==> config.mk <==
export PLATFORM = sky130hd
export DESIGN_NAME = i2s_pcm_transmitter
export DESIGN_NICKNAME = d
export VERILOG_FILES = /design/src/rtl/i2s_pcm_transmitter.sv
export SDC_FILE = /design/constraint.sdc
export NUM_CORES = 1
export LEC_CHECK = 0
export CAP_MARGIN = 30
export CORE_ASPECT_RATIO = 0.8
export CORE_UTILIZATION = 45
export CTS_CLUSTER_DIAMETER = 50
export DETAILED_ROUTE_END_ITERATION = 12
export DONT_BUFFER_PORTS = 1
export PLACE_DENSITY = 0.64
export SLEW_MARGIN = 25
export SYNTH_ARGS = -nofsm -noshare
export SYNTH_HDL_FRONTEND = slang
export SYNTH_SLANG_ARGS = --single-unit
export TNS_END_PERCENT = 50
==> constraint.sdc <==
create_clock -name clk -period 6.9 [get_ports clk]
set_input_delay 1.38 -clock clk [delete_from_list [all_inputs] [get_ports clk]]
set_output_delay 1.38 -clock clk [all_outputs]
set_load 0.05 [all_outputs]
==> src/rtl/i2s_pcm_transmitter.sv <==
// I2S master transmitter: pairs L/R PCM words into a stereo FIFO and serialises one pair per frame.
// Optional left-justified format is enabled by defining I2S_TX_LEFT_JUSTIFIED_EN (adds input fmt_lj).
module i2s_pcm_transmitter #(
  parameter int DATA_WIDTH = 24,
  parameter int SLOT_BITS  = 32,
  parameter int BCLK_DIV   = 4,
  parameter int FIFO_DEPTH = 16
) (
  input  logic                          clk,
  input  logic                          rst,
  input  logic                          enable,
  input  logic [31:0]                   pcm_din,
  input  logic                          pcm_din_valid,
  input  logic                          clr_status,
`ifdef I2S_TX_LEFT_JUSTIFIED_EN
  input  logic                          fmt_lj,
`endif
  output logic                          i2s_bclk,
  output logic                          i2s_lrclk,
  output logic                          i2s_sdata,
  output logic [$clog2(FIFO_DEPTH):0]   fifo_level,
  output logic                          overflow_sticky,
  output logic                          underflow_sticky
);
  localparam int AW = $clog2(FIFO_DEPTH);
  localparam int CW = $clog2(SLOT_BITS);
  localparam int DV = (BCLK_DIV > 1) ? $clog2(BCLK_DIV) : 1;
  localparam logic [CW-1:0] BIT_LAST = CW'(SLOT_BITS - 1);
  localparam logic [DV-1:0] DIV_LAST = DV'(BCLK_DIV - 1);
  localparam logic [AW:0]   LVL_FULL = (AW+1)'(FIFO_DEPTH);

  typedef enum logic {ST_IDLE = 1'b0, ST_RUN = 1'b1} state_e;

  state_e                  state_q, state_d;
  logic [DV-1:0]           div_q, div_d;
  logic [CW-1:0]           bit_q, bit_d;
  logic                    bclk_q, bclk_d, lrclk_q, lrclk_d, sdata_q, sdata_d;
  logic                    side_q, side_d;          // 0 = left slot in progress
  logic [DATA_WIDTH-1:0]   shreg_q, shreg_d, tx_r_q, tx_r_d, l_hold_q, l_hold_d;
  logic                    half_q, half_d, ovf_q, ovf_d, udf_q, udf_d;
  logic [AW:0]             wr_q, wr_d, rd_q, rd_d, level_q, level_d;
  logic [2*DATA_WIDTH-1:0] mem [FIFO_DEPTH];
  logic [2*DATA_WIDTH-1:0] head_s;
  logic [DATA_WIDTH-1:0]   sample_s;
  logic                    push_s, pop_s, ovf_set_s, udf_set_s, lj_s;
  logic                    unused_pcm_s;
`ifdef I2S_TX_LEFT_JUSTIFIED_EN
  logic                    fmt_q, fmt_d;
`endif

  assign head_s       = mem[rd_q[AW-1:0]];
  assign unused_pcm_s = ^pcm_din[31:DATA_WIDTH];

  // Next-state logic: write pairing, bit-clock divider, slot sequencing and FIFO pointers
  always_comb begin
    state_d   = enable ? ST_RUN : ST_IDLE;
    div_d     = div_q;
    bit_d     = bit_q;
    bclk_d    = bclk_q;
    lrclk_d   = lrclk_q;
    sdata_d   = sdata_q;
    side_d    = side_q;
    shreg_d   = shreg_q;
    tx_r_d    = tx_r_q;
    l_hold_d  = l_hold_q;
    half_d    = half_q;
    push_s    = 1'b0;
    pop_s     = 1'b0;
    ovf_set_s = 1'b0;
    udf_set_s = 1'b0;
    sample_s  = '0;
`ifdef I2S_TX_LEFT_JUSTIFIED_EN
    fmt_d     = fmt_q;
    lj_s      = fmt_q;
`else
    lj_s      = 1'b0;
`endif

    if (pcm_din_valid) begin
      if (!half_q) begin
        l_hold_d = pcm_din[DATA_WIDTH-1:0];
        half_d   = 1'b1;
      end else begin
        half_d = 1'b0;
        if (level_q == LVL_FULL) begin
          ovf_set_s = 1'b1;
        end else begin
          push_s = 1'b1;
        end
      end
    end else begin
      half_d = half_q;
    end

    if (enable) begin
      if (div_q == DIV_LAST) begin
        div_d  = '0;
        bclk_d = ~bclk_q;
        if (bclk_q) begin
          bit_d = (bit_q == BIT_LAST) ? '0 : bit_q + CW'(1);
          if (bit_d == '0) begin
            side_d = ~side_q;
`ifdef I2S_TX_LEFT_JUSTIFIED_EN
            fmt_d = fmt_lj;
            lj_s  = fmt_lj;
`endif
            if (side_d) begin
              sample_s = tx_r_q;
            end else if (level_q != '0) begin
              pop_s    = 1'b1;
              sample_s = head_s[2*DATA_WIDTH-1:DATA_WIDTH];
              tx_r_d   = head_s[DATA_WIDTH-1:0];
            end else begin
              udf_set_s = 1'b1;
              sample_s  = '0;
              tx_r_d    = '0;
            end
            lrclk_d = side_d ^ lj_s;
            // Left-justified puts the MSB on k=0; I2S delays it by one bit
            if (lj_s) begin
              sdata_d = sample_s[DATA_WIDTH-1];
              shreg_d = {sample_s[DATA_WIDTH-2:0], 1'b0};
            end else begin
              sdata_d = 1'b0;
              shreg_d = sample_s;
            end
          end else begin
            sdata_d = shreg_q[DATA_WIDTH-1];
            shreg_d = {shreg_q[DATA_WIDTH-2:0], 1'b0};
          end
        end else begin
          bit_d = bit_q;
        end
      end else begin
        div_d = div_q + DV'(1);
      end
    end else begin
      div_d   = '0;
      bit_d   = BIT_LAST;
      bclk_d  = 1'b0;
      lrclk_d = 1'b1;
      sdata_d = 1'b0;
      side_d  = 1'b1;
      shreg_d = '0;
      tx_r_d  = '0;
    end

    wr_d = wr_q + (AW+1)'(push_s);
    rd_d = rd_q + (AW+1)'(pop_s);
    // Dropping enable discards everything queued, including a half-received pair
    if ((state_q == ST_RUN) && !enable) begin
      wr_d   = '0;
      rd_d   = '0;
      half_d = 1'b0;
      push_s = 1'b0;
    end else begin
      half_d = half_d;
    end
    level_d = wr_d - rd_d;

    ovf_d = ovf_set_s ? 1'b1 : (clr_status ? 1'b0 : ovf_q);
    udf_d = udf_set_s ? 1'b1 : (clr_status ? 1'b0 : udf_q);
  end

  // State and output registers
  always_ff @(posedge clk or posedge rst) begin
    if (rst) begin
      state_q  <= ST_IDLE;
      div_q    <= '0;
      bit_q    <= BIT_LAST;
      bclk_q   <= 1'b0;
      lrclk_q  <= 1'b1;
      sdata_q  <= 1'b0;
      side_q   <= 1'b1;
      shreg_q  <= '0;
      tx_r_q   <= '0;
      l_hold_q <= '0;
      half_q   <= 1'b0;
      wr_q     <= '0;
      rd_q     <= '0;
      level_q  <= '0;
      ovf_q    <= 1'b0;
      udf_q    <= 1'b0;
`ifdef I2S_TX_LEFT_JUSTIFIED_EN
      fmt_q    <= 1'b0;
`endif
    end else begin
      state_q  <= state_d;
      div_q    <= div_d;
      bit_q    <= bit_d;
      bclk_q   <= bclk_d;
      lrclk_q  <= lrclk_d;
      sdata_q  <= sdata_d;
      side_q   <= side_d;
      shreg_q  <= shreg_d;
      tx_r_q   <= tx_r_d;
      l_hold_q <= l_hold_d;
      half_q   <= half_d;
      wr_q     <= wr_d;
      rd_q     <= rd_d;
      level_q  <= level_d;
      ovf_q    <= ovf_d;
      udf_q    <= udf_d;
`ifdef I2S_TX_LEFT_JUSTIFIED_EN
      fmt_q    <= fmt_d;
`endif
    end
  end

  // Pair storage
  always_ff @(posedge clk) begin
    if (push_s) begin
      mem[wr_q[AW-1:0]] <= {l_hold_q, pcm_din[DATA_WIDTH-1:0]};
    end
  end

  assign i2s_bclk         = bclk_q;
  assign i2s_lrclk        = lrclk_q;
  assign i2s_sdata        = sdata_q;
  assign fifo_level       = level_q;
  assign overflow_sticky  = ovf_q;
  assign underflow_sticky = udf_q;
endmodule

==> results.toml <==
[setup_path]
critPathSlowestCell = "dfstp_2"
cp_num_buf_inv = 1
crit_chain = "ha_1 > and3_1 > ha_1 > nor3b_1 > a21oi_2 > nor4_4 > buf_4 > ha_1 > ha_1 > xor2_1 > nand2_1 > ha_1 > a21o_1 > a21oi_1 > xnor2_1 > xnor2_1"
path_class = "flop to flop"
start_kind = "flop"
required_ns = 7.45
critPathMaxStageDelay_ns = 0.56
path_common_cell = "ha_1"
crit_fanout = 26
path_delay_family = "adder cells"
arrival_ns = 4.73
end_kind = "flop"

[clocking]
hold_buffers = 0
cts_made_buffers = 81
root_buffer = "clkbuf_16"
path_clk_slew_ns = 0.06
cts_tree = "done"
cts_buffer_depth = 3
cts_sinks = 869
post_cts_resized = 0
insertion_delay_ns = 0.64
cts_setup_buffers = 0
htree_levels = 3

[final_layout]
layout_commonest_cell = "edfxtp_1"
final_cell_mix = "edfxtp_1 (768), mux4_2 (192), dfrtp_1 (91)"
drive_above_1_share_pct = 24.5
fin_util_pct = 51.0
area_growth_pct = 11.7
final_net_count = 1702
fillCellCount = 5822
num_antenna_cells = 0

[synth]
seq_area_frac_synth_pct = 75.8
synth_seq_cells = 869
async_reset_ff_share_pct = 11.6
yosysWarningCount = 0
synth_cell_type_count = 49
synth_nets = 1665
synth-edff-count = 768
ys.flop_type = "edfxtp_1"
avgSynthCellArea_um2 = 20.9
syn_area_um2 = 33800
synthCells = 1616

[pwr]
leakage_nw = 11.8
switching_power_w = 0.00246
p_sw_share_pct = 21.9
clockPowerShare_pct = 39.2
p_per_area_nw_per_um2 = 298
vdd_drop_max_mv = 0.207
total_power_w = 0.0112
p_comb_share_pct = 4.6
p_seq_share_pct = 56.2
internal_power_w = 0.00876

[timing]
finalSetupViolations = 0
finalSetupTns_ns = 0
rsz0062_at_grt = "false"
maxSlewHeadroom_pct = 33.4
fin_crit_sh_pct = 60.6
drv_slew = 0
finalCriticalPeriod_ns = 4.18
worst_pin_slew_ns = 0.999
finClkSkew_ns = 0.0220
max_freq_mhz = 239
final_hold_viol_count = 0
whs_ns = 0.449
setup_ws_ns = 2.72

[status]
status = "complete, no violations"

[die]
die_y_um = 247
rows = 89
ios = 47
die_w_um = 308
die_area_um2 = 76100
initial_core_util_pct = 45.7
core-area_um2 = 73900

[global_route]
antenna_found_initial = 1
grt_usage_pct = 19.8
globalRouteOverflowTotal = 0
first_global_vias = 16400
grt_pass1_wl_um = 109000
grt_max_degree = 109

[routing]
vias_per_cell = 5.91
drtPass1Iterations = 5
drcViolationCount = 0
vias = 16100
drt_wl_total_um = 73400
drt-initial-drc-count = 1485
ant_nets = 0
wl_per_cell_um = 27.0

[placed_design]
finalWeightedCongestion = 0.763
post-place-ws_ns = 2.76
post-dp-hpwl_um = 36200
io_buffers = 0

[hold_path]
hp-class = "flop to flop"

[run]
cap_violations = 0
## layer usage
metal	vias up	wire length (um)	part of all wire, %	GRT usage [%]
met1	8710	33300	45	29.8
met2	560	33300	45	29.7
met3	97	5450	7.4	3.99
met4	0	1270	1.7	5.06
met5	-	0	0	0
li1	6728	-	-	-
## synthesized netlist by cell type, drive strengths merged, types with 2 or more instances
cell       n  area [um2]
inv       13        48.8
o21ai     26         134
mux2i     71         711
or2        2        12.5
o22a       3        26.3
a211oi    24         180
edfxtp   768       23100
nor4       2        27.5
a22o      24         210
a2bb2oi   23         201
buf       55         353
and2       2        12.5
clkbuf    32         120
nor2      49         184
ha        11         138
dfstp      6         158
nand3b     2        15.0
nor3       6        35.0
xnor2      9        78.8
nand3      9        45.0
a21oi     32         164
a21o       2        15.0
mux4     192        4320
nor2b     30         188
dfrtp     95        2380
nand2     38         143
mux2      25         285
xor2       5        43.8
o2111ai   23         201
nand2b    26         163
## worst register-to-register path, cell delays in order, from the launching register on
cell and delay [ns]:
dfstp_2 0.56, ha_1 0.23, and3_1 0.18, ha_1 0.25, nor3b_1 0.27, a21oi_2 0.16
nor4_4 0.22, buf_4 0.48, ha_1 0.28, ha_1 0.19, xor2_1 0.16, nand2_1 0.10
ha_1 0.34, a21o_1 0.20, a21oi_1 0.20, xnor2_1 0.16, xnor2_1 0.13
## final cells by class
type / count / area (um2) / area share [%]
timing repair buffer: 41 / 398 / 1.06
tap: 1001 / 1250 / 3.32
multi-input combinational: 647 / 7780 / 20.6
sequential: 869 / 25600 / 67.9
inverter: 13 / 51.3 / 0.136
clock buffer: 118 / 2370 / 6.29
clock inverter: 33 / 250 / 0.664
## sequential cells by signal, summed over array words and instances, names as in the netlist
| signal | flops |
|---|---|
| overflow_sticky | 1 |
| side_q | 1 |
| bit_q | 5 |
| fifo_level | 5 |
| half_q | 1 |
| div_q | 2 |
| underflow_sticky | 1 |
| mem | 768 |
| l_hold_q | 24 |
| shreg_q | 24 |
| tx_r_q | 24 |
| state_q | 1 |
| rd_q | 5 |
| wr_q | 5 |
| i2s_sdata | 1 |
| i2s_bclk | 1 |
## kinds of logic after synthesis
family,count (synthesis),share of synthesized area (%)
flops,869,75.8
mux,288,15.8
simple gates,172,2.58
compound gates,161,3.46
buf+inv,100,1.55
xor+xnor,14,0.363
fa+ha+maj,12,0.467
## power groups by stage
stage	sequential [W]	clock (W)	combinational, W
after detailed placement	0.00642	0	0.000519
after global routing	0.00634	0.00468	0.000558
after floorplan	0.00633	0	0.000357
after global placement	0.00639	0	0.000508
after CTS	0.00631	0.00449	0.000522
final	0.00631	0.00440	0.000518
## path summary, 6_finish.rpt
check	start	end	depth (start not counted)	slack, ns
min in group asynchronous	rst	overflow_sticky$_DFFE_PP0P_	1	0.70
setup / recovery	bit_q[0]$_DFFE_PP1P_	fifo_level[4]$_DFF_PP0_	16	2.72
setup reg to reg	bit_q[0]$_DFFE_PP1P_	fifo_level[4]$_DFF_PP0_	16	2.72
hold reg to reg	div_q[0]$_DFF_PP0_	div_q[0]$_DFF_PP0_	1	0.45
hold / removal	div_q[0]$_DFF_PP0_	div_q[0]$_DFF_PP0_	1	0.45
max in group asynchronous	rst	l_hold_q[18]$_DFFE_PP0P_	3	5.00
## through the flow
| step | area, um2 | cells |
|---|---|---|
| global route | 37700 | 2722 |
| global placement | 35000 | 2568 |
| finish | 37700 | 2722 |
| CTS | 37700 | 2721 |
| floorplan | 33800 | 1616 |
| detailed placement | 35100 | 2570 |
Power figures use the tool's default switching activity.
